## src/rtl/input_test_pkg.sv

```systemverilog
// Shared definitions for the HPS download / CPU read memory arbiter.
package input_test_pkg;

  localparam int DATA_W     = 8;
  localparam int ADDR_W     = 17;
  localparam int FIFO_DEPTH = 4;
  localparam int CNT_W      = $clog2(FIFO_DEPTH + 1);

  // Memory targets behind the shared port
  typedef enum logic [1:0] {
    TGT_BIOS   = 2'd0,
    TGT_SPRITE = 2'd1,
    TGT_MUSIC  = 2'd2
  } target_e;

  // ioctl_index values that select a target
  localparam logic [7:0] IDX_BIOS   = 8'd0;
  localparam logic [7:0] IDX_SPRITE = 8'd3;
  localparam logic [7:0] IDX_MUSIC  = 8'd4;

  // Read FSM states
  typedef enum logic {
    IDLE    = 1'b0,
    RD_WAIT = 1'b1
  } rd_state_e;

  // One queued download byte
  typedef struct packed {
    target_e            sel;
    logic [ADDR_W-1:0]  addr;
    logic [DATA_W-1:0]  data;
  } dl_entry_t;

endpackage

```

## src/rtl/dl_mem_arbiter_fifo.sv

```systemverilog
// Small download FIFO; a push into a full FIFO is accepted when a pop happens
// in the same cycle.
module dl_fifo
  import input_test_pkg::*;
(
  input  logic             clk_sys,
  input  logic             reset,
  input  logic             push,
  input  dl_entry_t        push_data,
  input  logic             pop,
  output dl_entry_t        pop_data,
  output logic [CNT_W-1:0] count
);

  localparam int PTR_W = $clog2(FIFO_DEPTH);

  dl_entry_t        mem [FIFO_DEPTH];
  logic [PTR_W-1:0] wr_ptr;
  logic [PTR_W-1:0] rd_ptr;
  logic             do_push;
  logic             do_pop;

  assign do_pop   = pop && (count != '0);
  assign do_push  = push && ((count != CNT_W'(FIFO_DEPTH)) || do_pop);
  assign pop_data = mem[rd_ptr];

  // Pointer and occupancy tracking
  always_ff @(posedge clk_sys) begin
    if (reset) begin
      wr_ptr <= '0;
      rd_ptr <= '0;
      count  <= '0;
    end else begin
      if (do_push) wr_ptr <= wr_ptr + 1'b1;
      if (do_pop)  rd_ptr <= rd_ptr + 1'b1;
      case ({do_push, do_pop})
        2'b10:   count <= count + 1'b1;
        2'b01:   count <= count - 1'b1;
        default: ;
      endcase
    end
  end

  // Entry storage (contents are don't-care after a flush)
  always_ff @(posedge clk_sys) begin
    if (do_push) mem[wr_ptr] <= push_data;
  end

endmodule

```

## src/rtl/dl_mem_arbiter.sv

```systemverilog
// Shares one memory port between HPS download writes and CPU reads.
// The port is driven combinationally from the grant so a CPU read address
// reaches the synchronous memory in the request cycle; it holds its last
// value when nothing is granted.
module dl_mem_arbiter
  import input_test_pkg::*;
(
  input  logic               clk_sys,
  input  logic               reset,
  input  logic               ioctl_download,
  input  logic               ioctl_wr,
  input  logic [24:0]        ioctl_addr,
  input  logic [DATA_W-1:0]  ioctl_dout,
  input  logic [7:0]         ioctl_index,
  input  logic               cpu_req,
  input  logic [1:0]         cpu_sel,
  input  logic [ADDR_W-1:0]  cpu_addr,
  output logic               cpu_ack,
  output logic [DATA_W-1:0]  cpu_dout,
  output logic [1:0]         mem_sel,
  output logic [ADDR_W-1:0]  mem_addr,
  output logic [DATA_W-1:0]  mem_din,
  output logic               mem_we,
  input  logic [DATA_W-1:0]  mem_dout,
  output logic               dl_busy,
  output logic               dl_done,
  output logic [17:0]        dl_bytes,
  output logic               err_range
);

  rd_state_e         state;
  rd_state_e         state_nxt;
  logic [CNT_W-1:0]  fifo_count;
  dl_entry_t         fifo_head;
  dl_entry_t         push_entry;
  target_e           dl_sel;
  logic              idx_ok;
  logic              addr_ok;
  logic              push;
  logic              pop;
  logic              cpu_grant;
  logic              dl_prev;
  logic              busy_nxt;
  logic [1:0]        last_sel;
  logic [ADDR_W-1:0] last_addr;
  logic [DATA_W-1:0] last_din;

  // Map the download index onto a memory target
  always_comb begin
    dl_sel = TGT_BIOS;
    idx_ok = 1'b1;
    case (ioctl_index)
      IDX_BIOS:   dl_sel = TGT_BIOS;
      IDX_SPRITE: dl_sel = TGT_SPRITE;
      IDX_MUSIC:  dl_sel = TGT_MUSIC;
      default:    idx_ok = 1'b0;
    endcase
  end

  assign addr_ok    = (ioctl_addr[24:17] == 8'd0);
  assign push       = ioctl_download && ioctl_wr && idx_ok && addr_ok && !reset;
  assign push_entry = '{sel: dl_sel, addr: ioctl_addr[ADDR_W-1:0], data: ioctl_dout};
  assign busy_nxt   = ioctl_download || (fifo_count != '0);

  dl_fifo u_fifo (
    .clk_sys   (clk_sys),
    .reset     (reset),
    .push      (push),
    .push_data (push_entry),
    .pop       (pop),
    .pop_data  (fifo_head),
    .count     (fifo_count)
  );

  // Grant arbitration, read FSM next state and memory port drive
  always_comb begin
    state_nxt = state;
    pop       = 1'b0;
    cpu_grant = 1'b0;
    mem_we    = 1'b0;
    mem_sel   = last_sel;
    mem_addr  = last_addr;
    mem_din   = last_din;
    if (!reset) begin
      // A full FIFO must drain first so a same-cycle push is never lost;
      // the ack cycle still counts as the read being outstanding.
      if (fifo_count == CNT_W'(FIFO_DEPTH)) pop = 1'b1;
      else if (cpu_req && (state == IDLE) && !cpu_ack) cpu_grant = 1'b1;
      else if (fifo_count != '0) pop = 1'b1;

      if (pop) begin
        mem_we   = 1'b1;
        mem_sel  = fifo_head.sel;
        mem_addr = fifo_head.addr;
        mem_din  = fifo_head.data;
      end
      if (cpu_grant) begin
        mem_sel   = cpu_sel;
        mem_addr  = cpu_addr;
        state_nxt = RD_WAIT;
      end else if (state == RD_WAIT) begin
        state_nxt = IDLE;
      end
    end
  end

  // Read FSM state register
  always_ff @(posedge clk_sys) begin
    if (reset) state <= IDLE;
    else       state <= state_nxt;
  end

  // Read completion: one-cycle ack with the memory data from RD_WAIT
  always_ff @(posedge clk_sys) begin
    if (reset) begin
      cpu_ack  <= 1'b0;
      cpu_dout <= '0;
    end else begin
      cpu_ack <= (state == RD_WAIT);
      if (state == RD_WAIT) cpu_dout <= mem_dout;
    end
  end

  // Remember the last port drive so it stays stable while idle
  always_ff @(posedge clk_sys) begin
    if (reset) begin
      last_sel  <= '0;
      last_addr <= '0;
      last_din  <= '0;
    end else begin
      last_sel  <= mem_sel;
      last_addr <= mem_addr;
      last_din  <= mem_din;
    end
  end

  // Download status: busy/done, byte counter, sticky range error.
  // dl_prev follows ioctl_download through reset so a download still active
  // at release is not seen as a fresh start.
  always_ff @(posedge clk_sys) begin
    if (reset) begin
      dl_prev   <= ioctl_download;
      dl_busy   <= 1'b0;
      dl_done   <= 1'b0;
      dl_bytes  <= '0;
      err_range <= 1'b0;
    end else begin
      dl_prev <= ioctl_download;
      dl_busy <= busy_nxt;
      dl_done <= dl_busy && !busy_nxt;
      if (ioctl_download && !dl_prev)    dl_bytes <= push ? 18'd1 : 18'd0;
      else if (push && (dl_bytes != '1)) dl_bytes <= dl_bytes + 1'b1;
      if (ioctl_download && ioctl_wr && idx_ok && !addr_ok) err_range <= 1'b1;
    end
  end

endmodule
```

## config.mk

```make
export PLATFORM = sky130hd
export DESIGN_NAME = dl_mem_arbiter
export DESIGN_NICKNAME = d
export VERILOG_FILES = /design/src/rtl/input_test_pkg.sv /design/src/rtl/dl_mem_arbiter_fifo.sv /design/src/rtl/dl_mem_arbiter.sv
export SDC_FILE = /design/constraint.sdc
export NUM_CORES = 1
export LEC_CHECK = 0
export ABC_AREA = 0
export BUFFER_PORTS_ARGS = -buffer_cell sky130_fd_sc_hd__buf_2
export CAP_MARGIN = 20
export CORE_MARGIN = 2
export CORE_UTILIZATION = 30
export DETAILED_ROUTE_END_ITERATION = 6
export HOLD_SLACK_MARGIN = 0.12
export PLACE_DENSITY_LB_ADDON = 0.05
export SKIP_LAST_GASP = 1
export SLEW_MARGIN = 20
export SYNTH_ARGS = -nofsm -noshare
export SYNTH_HDL_FRONTEND = slang
export SYNTH_SLANG_ARGS = --single-unit
```

## constraint.sdc

```tcl
create_clock -name clk_sys -period 3.05 [get_ports clk_sys]
set_input_delay 0.61 -clock clk_sys [delete_from_list [all_inputs] [get_ports clk_sys]]
set_output_delay 0.61 -clock clk_sys [all_outputs]
set_load 0.1 [all_outputs]
```

# Yosys cells after proc, flatten, opt, wreduce, memory -nomap -nowiden
# Memories as Yosys holds them, arrays and structs flattened. A register that Yosys moved wholly into a read port is not among the register bits.
# Index checks and enable logic that the tools add are counted.
# totals
ff_bits	66
latchBits	0
mem_bits_rw	108
romBits	0
output_inout_bits	58
memories	1
# mem_list
memory	words	width	rd	rd_ports_with_merged_regs	wr	line_no	text
u_fifo.mem	4	27	1	1	1	dl_mem_arbiter_fifo.sv:17	dl_entry_t mem [FIFO_DEPTH];
# classes
n_addsub	5
multipliers	0
n_div	0
n_lt_le_gt_ge	0
eq_ne	7
n_shift	0
muxes	29
n_bitwise	1
n_reduce_logical	25
# ops
operator	n
17-bit two-way mux	3
18-bit two-way mux	2
18-bit by 1-bit adder with 18-bit output, second input constant	1
18-bit != test, second input constant	1
8-bit logical NOT	2
8-bit two-way mux	2
1-bit two-way mux	15
1-bit logical AND	12
2-bit two-way mux	5
8-bit by 2-bit == test with 1-bit output, second input constant	1
8-bit by 3-bit == test with 1-bit output, second input constant	1
3-bit one-hot mux with 2 select lines	1
1-bit logical NOT	5
2-bit by 1-bit adder with 2-bit output, second input constant	2
2-bit one-hot mux with 2 select lines	1
2-bit nonzero test	2
3-bit by 1-bit adder with 3-bit output, second input constant	1
3-bit == test, second input constant	1
3-bit != test, second input constant	1
3-bit nonzero test	1
3-bit OR reduction	1
3-bit by 1-bit subtractor with 3-bit output, second input constant	1
2-bit by 1-bit == test with 1-bit output, second input constant	1
2-bit == test, second input constant	1
2 further kinds	3

# Logic depth before layout (Yosys ltp)
# logic_depth
depth_word	12
depth_mapped	11
depth_no_buf	10

# By module
# From an unflattened synthesis, not the netlist that was laid out.
# unflattened
cells_unflattened	596
area_unflattened_um2	7505.9
# by_module_without_submodules
module	instances	cells_each	area_each_um2	seq_area_each_um2
dl_fifo	1	203	4438.0	3423.3
dl_mem_arbiter	1	393	3067.9	1181.1

# Worst setup path before layout
# No wires, ideal clock.
# synth_timing
path_kind	register -> output
startpoint	reg cpu_ack
endpoint	out mem_we
arrival_time_ns	2.781
required_time_ns	2.440
slack_ns	-0.341
path_stages_with_launch	5
n_path_buf	0
path_cell_list	dfxtp_1 -> nor2_1 -> o311ai_2 -> nand2_1 -> nor2_1
# synth_via
elab_chain_cells	7
# synth_rtl
item	line_no	text
from (decl)	dl_mem_arbiter.sv:18	output logic cpu_ack,
from (signal assigned)	dl_mem_arbiter.sv:119	cpu_ack <= (state == RD_WAIT);
1-bit logical NOT	dl_mem_arbiter.sv:88	else if (cpu_req && (state == IDLE) && !cpu_ack) cpu_grant = 1'b1;
1-bit logical AND	dl_mem_arbiter.sv:88	
1-bit two-way mux	dl_mem_arbiter.sv:88	
1-bit two-way mux	dl_mem_arbiter.sv:87	if (fifo_count == CNT_W'(FIFO_DEPTH)) pop = 1'b1;
1-bit two-way mux	dl_mem_arbiter.sv:84	if (!reset) begin
1-bit two-way mux	dl_mem_arbiter.sv:91	if (pop) begin
1-bit two-way mux	dl_mem_arbiter.sv:84	
to (decl)	dl_mem_arbiter.sv:23	output logic mem_we,
# Every way passes these cells. The select of a mux whose other input is x is not followed.

# Worst setup path after layout
# layout_timing
startpoint	reg u_fifo.count[2]
endpoint	out mem_din[7]
# layout_via
elab_chain_cells	7
# layout_rtl
item	line_no	text
from (decl)	dl_mem_arbiter_fifo.sv:12	output logic [CNT_W-1:0] count
from (signal assigned)	dl_mem_arbiter_fifo.sv:37	2'b10: count <= count + 1'b1;
from (signal assigned)	dl_mem_arbiter_fifo.sv:38	2'b01: count <= count - 1'b1;
3-bit nonzero test	dl_mem_arbiter.sv:89	else if (fifo_count != '0) pop = 1'b1;
1-bit two-way mux	dl_mem_arbiter.sv:89	
1-bit two-way mux	dl_mem_arbiter.sv:88	
1-bit two-way mux *	dl_mem_arbiter.sv:87	
1-bit two-way mux *	dl_mem_arbiter.sv:84	
8-bit two-way mux *	dl_mem_arbiter.sv:91	
8-bit two-way mux *	dl_mem_arbiter.sv:84	
to (decl)	dl_mem_arbiter.sv:22	output logic [DATA_W-1:0] mem_din,
# Mark *: on every way between the ends. The rest lies on a longest branch, timed or not. The select of a mux whose other input is x is not followed.

==> flow_metrics.env <==
export IMPL_finClkSkew_ns=0.00834
export IMPL_synth_largest_area_cell="edfxtp_1"
export IMPL_slowest_delay_ns=0.40
export IMPL_synth_compound_area_share_pct=9.45
export IMPL_synthFlopType="edfxtp_1"
export IMPL_tritoncts="done"
export IMPL_grt_usage_pct=14.0
export IMPL_die_h_um=160
export IMPL_grt_antenna_before_repair=1
export IMPL_syn_area_per_cell_um2=13.8
export IMPL_total_power_mw=5.40
export IMPL_power_density_nw_per_um2=577
export IMPL_yosys_warnings=0
export IMPL_area_growth_pct=28.0
export IMPL_pre_cts_ws_ns=0.296
export IMPL_max_slew_margin_pct=52.8
export IMPL_fin_crit_ns=2.93
export IMPL_cp_max_fo=9
export IMPL_routedWlPerCell_um=17.1
export IMPL_ys_seq_area_share_pct=62.9
export IMPL_cpLargestDelayFamily="buffers and inverters"
export IMPL_die_w_um=160
export IMPL_synth_async_reset_ratio_pct=0
export IMPL_ff2ff_path_depth=11
export IMPL_syn_inst=530
export IMPL_hp_class="primary input to flop"
export IMPL_cts_sinks=176
export IMPL_dr_pass1_iters=7
export IMPL_dpl_hpwl_um=11700
export IMPL_synth_top_family_by_area="simple AND/OR/NAND/NOR gates"
export IMPL_min_to="dl_prev"
export IMPL_synth_commonest_cells="edfxtp_1, nand2_1, dfxtp_1, nor2_1, mux4_2"
export IMPL_place_port_buffers=130
export IMPL_outcome="finished, final reports clean"
export IMPL_ant_nets=0
export IMPL_root_buffer="clkbuf_16"
export IMPL_num_vias=4744
export IMPL_cp_start_kind="flop"
export IMPL_layout_setup_ws_ns=0.117
export IMPL_critPathBufInv=3
export IMPL_clkTransAtPathRegs_ns=0.07
export IMPL_clk_latency_ns=0.42
export IMPL_crit_arrival_ns=2.32
export IMPL_rrSetupSlack_ns=0.51
export IMPL_clock_path_buffers=2
export IMPL_drive_gt1_share_pct=36.7
export IMPL_setup_viol=0
export IMPL_core_area_um2=24100
export IMPL_whs_path_depth=1
export IMPL_peakVddDrop_mv=0.358
export IMPL_gp_congestion=0.723
export IMPL_yosys_cell_count_top_type="edfxtp_1"
export IMPL_cp_cell_sequence="inv_1 > o311ai_4 > nand2_1 > nor2_4 > buf_12 > mux2_2 > buf_2"
export IMPL_maxCapViolations=0
export IMPL_synthXorXnorAreaFrac_pct=0.957
export IMPL_drt_initial_drc_count=253
export IMPL_drv_slew=0
export IMPL_synth_edff_count=108
export IMPL_boundaryPins=131
export IMPL_grt_pass1_wl_um=27600
export IMPL_htree_levels=4
export IMPL_rows=57
export IMPL_overflow=0
export IMPL_synthMuxAreaShare_pct=10.8
export IMPL_synth_area_um2=7320
export IMPL_drc=0
export IMPL_synth_top_area_share_pct=44.3
export IMPL_synth_cell_types=57
export IMPL_max_freq_mhz=341
export IMPL_use_met3_pct=3.95
export IMPL_final_nets=756
export IMPL_critPathCaptureType="output port"
export IMPL_grt_max_degree=42
export IMPL_met2_usage_pct=24.7
export IMPL_grt_pass1_vias=5099
export IMPL_synth_fa_ha_area_share_pct=1.30
export IMPL_final_hold_violation_count=0
export IMPL_timing_rr_end="u_fifo.count[2]"
export IMPL_synth_simple_area_share_pct=12.3
export IMPL_slowest_stage="dfxtp_1"
export IMPL_r2r_start="u_fifo.count[2]"
export IMPL_fin_crit_sh_pct=96.2
export IMPL_wl_um=17400
export IMPL_fin_tns_setup_ns=0
export IMPL_cts_buffers=17
export IMPL_top_usage_layer="met2"
export IMPL_rsz0062_at_grt="true"
export IMPL_die_area_um2=25700
export IMPL_required_ns=2.44
export IMPL_initial_core_util_pct=30.4
export IMPL_holdBufCountCts=0
export IMPL_crit_type="flop to output port"
export IMPL_hp_start="ioctl_download"
export IMPL_synth_seq_cells=176
export IMPL_power_leakage_nw=3.58
export IMPL_syn_nets=610
export IMPL_globalRouteMet1Util_pct=17.0
export IMPL_ys_top_cells_by_area="edfxtp_1, dfxtp_1, mux4_2, nand2_1, nor2_1"
export IMPL_vias_per_cell=4.68
export IMPL_tightest_slew_ns=0.706
==> worst reg2reg max path: cells and delay by family (launching register included) <==
kind	cells	cell delay [ns]
buf+inv	3	0.31
xor+xnor	1	0.16
flops	1	0.40
compound gates	2	0.44
fa+ha+maj	2	0.55
simple gates	3	0.63
==> registers in the layout, indices dropped and copies added, names as in the netlist, 2 cells and up, named ones only <==
| register | count |
|---|---|
| u_fifo.mem | 108 |
| dl_bytes | 18 |
| last_addr | 17 |
| cpu_dout | 8 |
| last_din | 8 |
| u_fifo.count | 3 |
| last_sel | 2 |
| u_fifo.rd_ptr | 2 |
| u_fifo.wr_ptr | 2 |
==> how the worst max path moves through the flow <==
stage / from / end / slack [ns] / depth (start not counted)
after floorplan: cpu_ack / mem_addr[0] / 0.26 / 6
after global placement: ioctl_index[1] / u_fifo.count[2] / 0.34 / 11
after detailed placement: ioctl_index[1] / u_fifo.count[2] / 0.30 / 11
after CTS: u_fifo.count[2] / mem_din[7] / 0.07 / 6
after global routing: u_fifo.count[0] / mem_addr[5] / -0.04 / 7
final: u_fifo.count[2] / mem_din[7] / 0.12 / 7
==> what timing repair did <==
| item | CTS | global route |
|---|---|---|
| setup endpoints to repair | 8 | 18 |
| resized for setup | 2 | 4 |
| setup buffers | 0 | 1 |
| pin swaps | 0 | 1 |
==> cells by family (layout without fill, tap and decap cells) <==
family | Yosys count | in the layout
multiplexers | 44 | 44
other | 0 | 1
adder cells (fa/ha/maj) | 7 | 7
XOR/XNOR | 8 | 8
AND/OR/NAND/NOR | 174 | 174
buffers and inverters | 32 | 191
AO/OA/AOI/OAI | 89 | 89
flip-flops | 176 | 176
==> power breakdown <==
group          internal [mW]  switching, mW  total, mW
Sequential              2.55         0.0136       2.56
Clock                   1.32          0.911       2.23
Combinational          0.203          0.409      0.613
Total                   4.07           1.33       5.40
==> placed cells by master (no fill, tap or decap), types with 8 or more instances in the layout <==
master	n
buf_4	19
mux2_2	8
buf_2	110
nand2_1	72
buf_12	22
mux4_2	27
a21o_1	19
nor2_1	56
mux2i_1	9
a311oi_1	18
clkbuf_16	17
edfxtp_1	108
dfxtp_1	65
a21oi_1	23
==> through the flow <==
stage	util [%]	hold WS [ns]	cell area, um^2	instances
2_1_floorplan	-	0.434	7320	530
3_3_place_gp	36.2	0.439	8720	980
3_5_place_dp	36.2	0.447	8720	980
4_1_cts	38.7	0.338	9330	1012
5_1_grt	38.9	0.342	9370	1013
6_report	38.9	0.359	9370	1014
==> cell type report <==
class                           instances  area (um^2)
Multi-Input combinational cell        322         2570
Fill cell                            2367        14700
Sequential cell                       176         4610
Antenna cell                            1         2.50
Clock buffer                           20          447
Clock inverter                         12          158
Timing Repair Buffer                  152         1140
Tap cell                              324          405
Inverter                                7         28.8
==> metal layers <==
layer,vias to the layer above,part of all wire [%]
li1,2286,-
met1,2347,44
met2,101,50
met3,10,4.9
met4,0,1.0
met5,-,0
No activity file was read; power rests on OpenSTA's default activity.
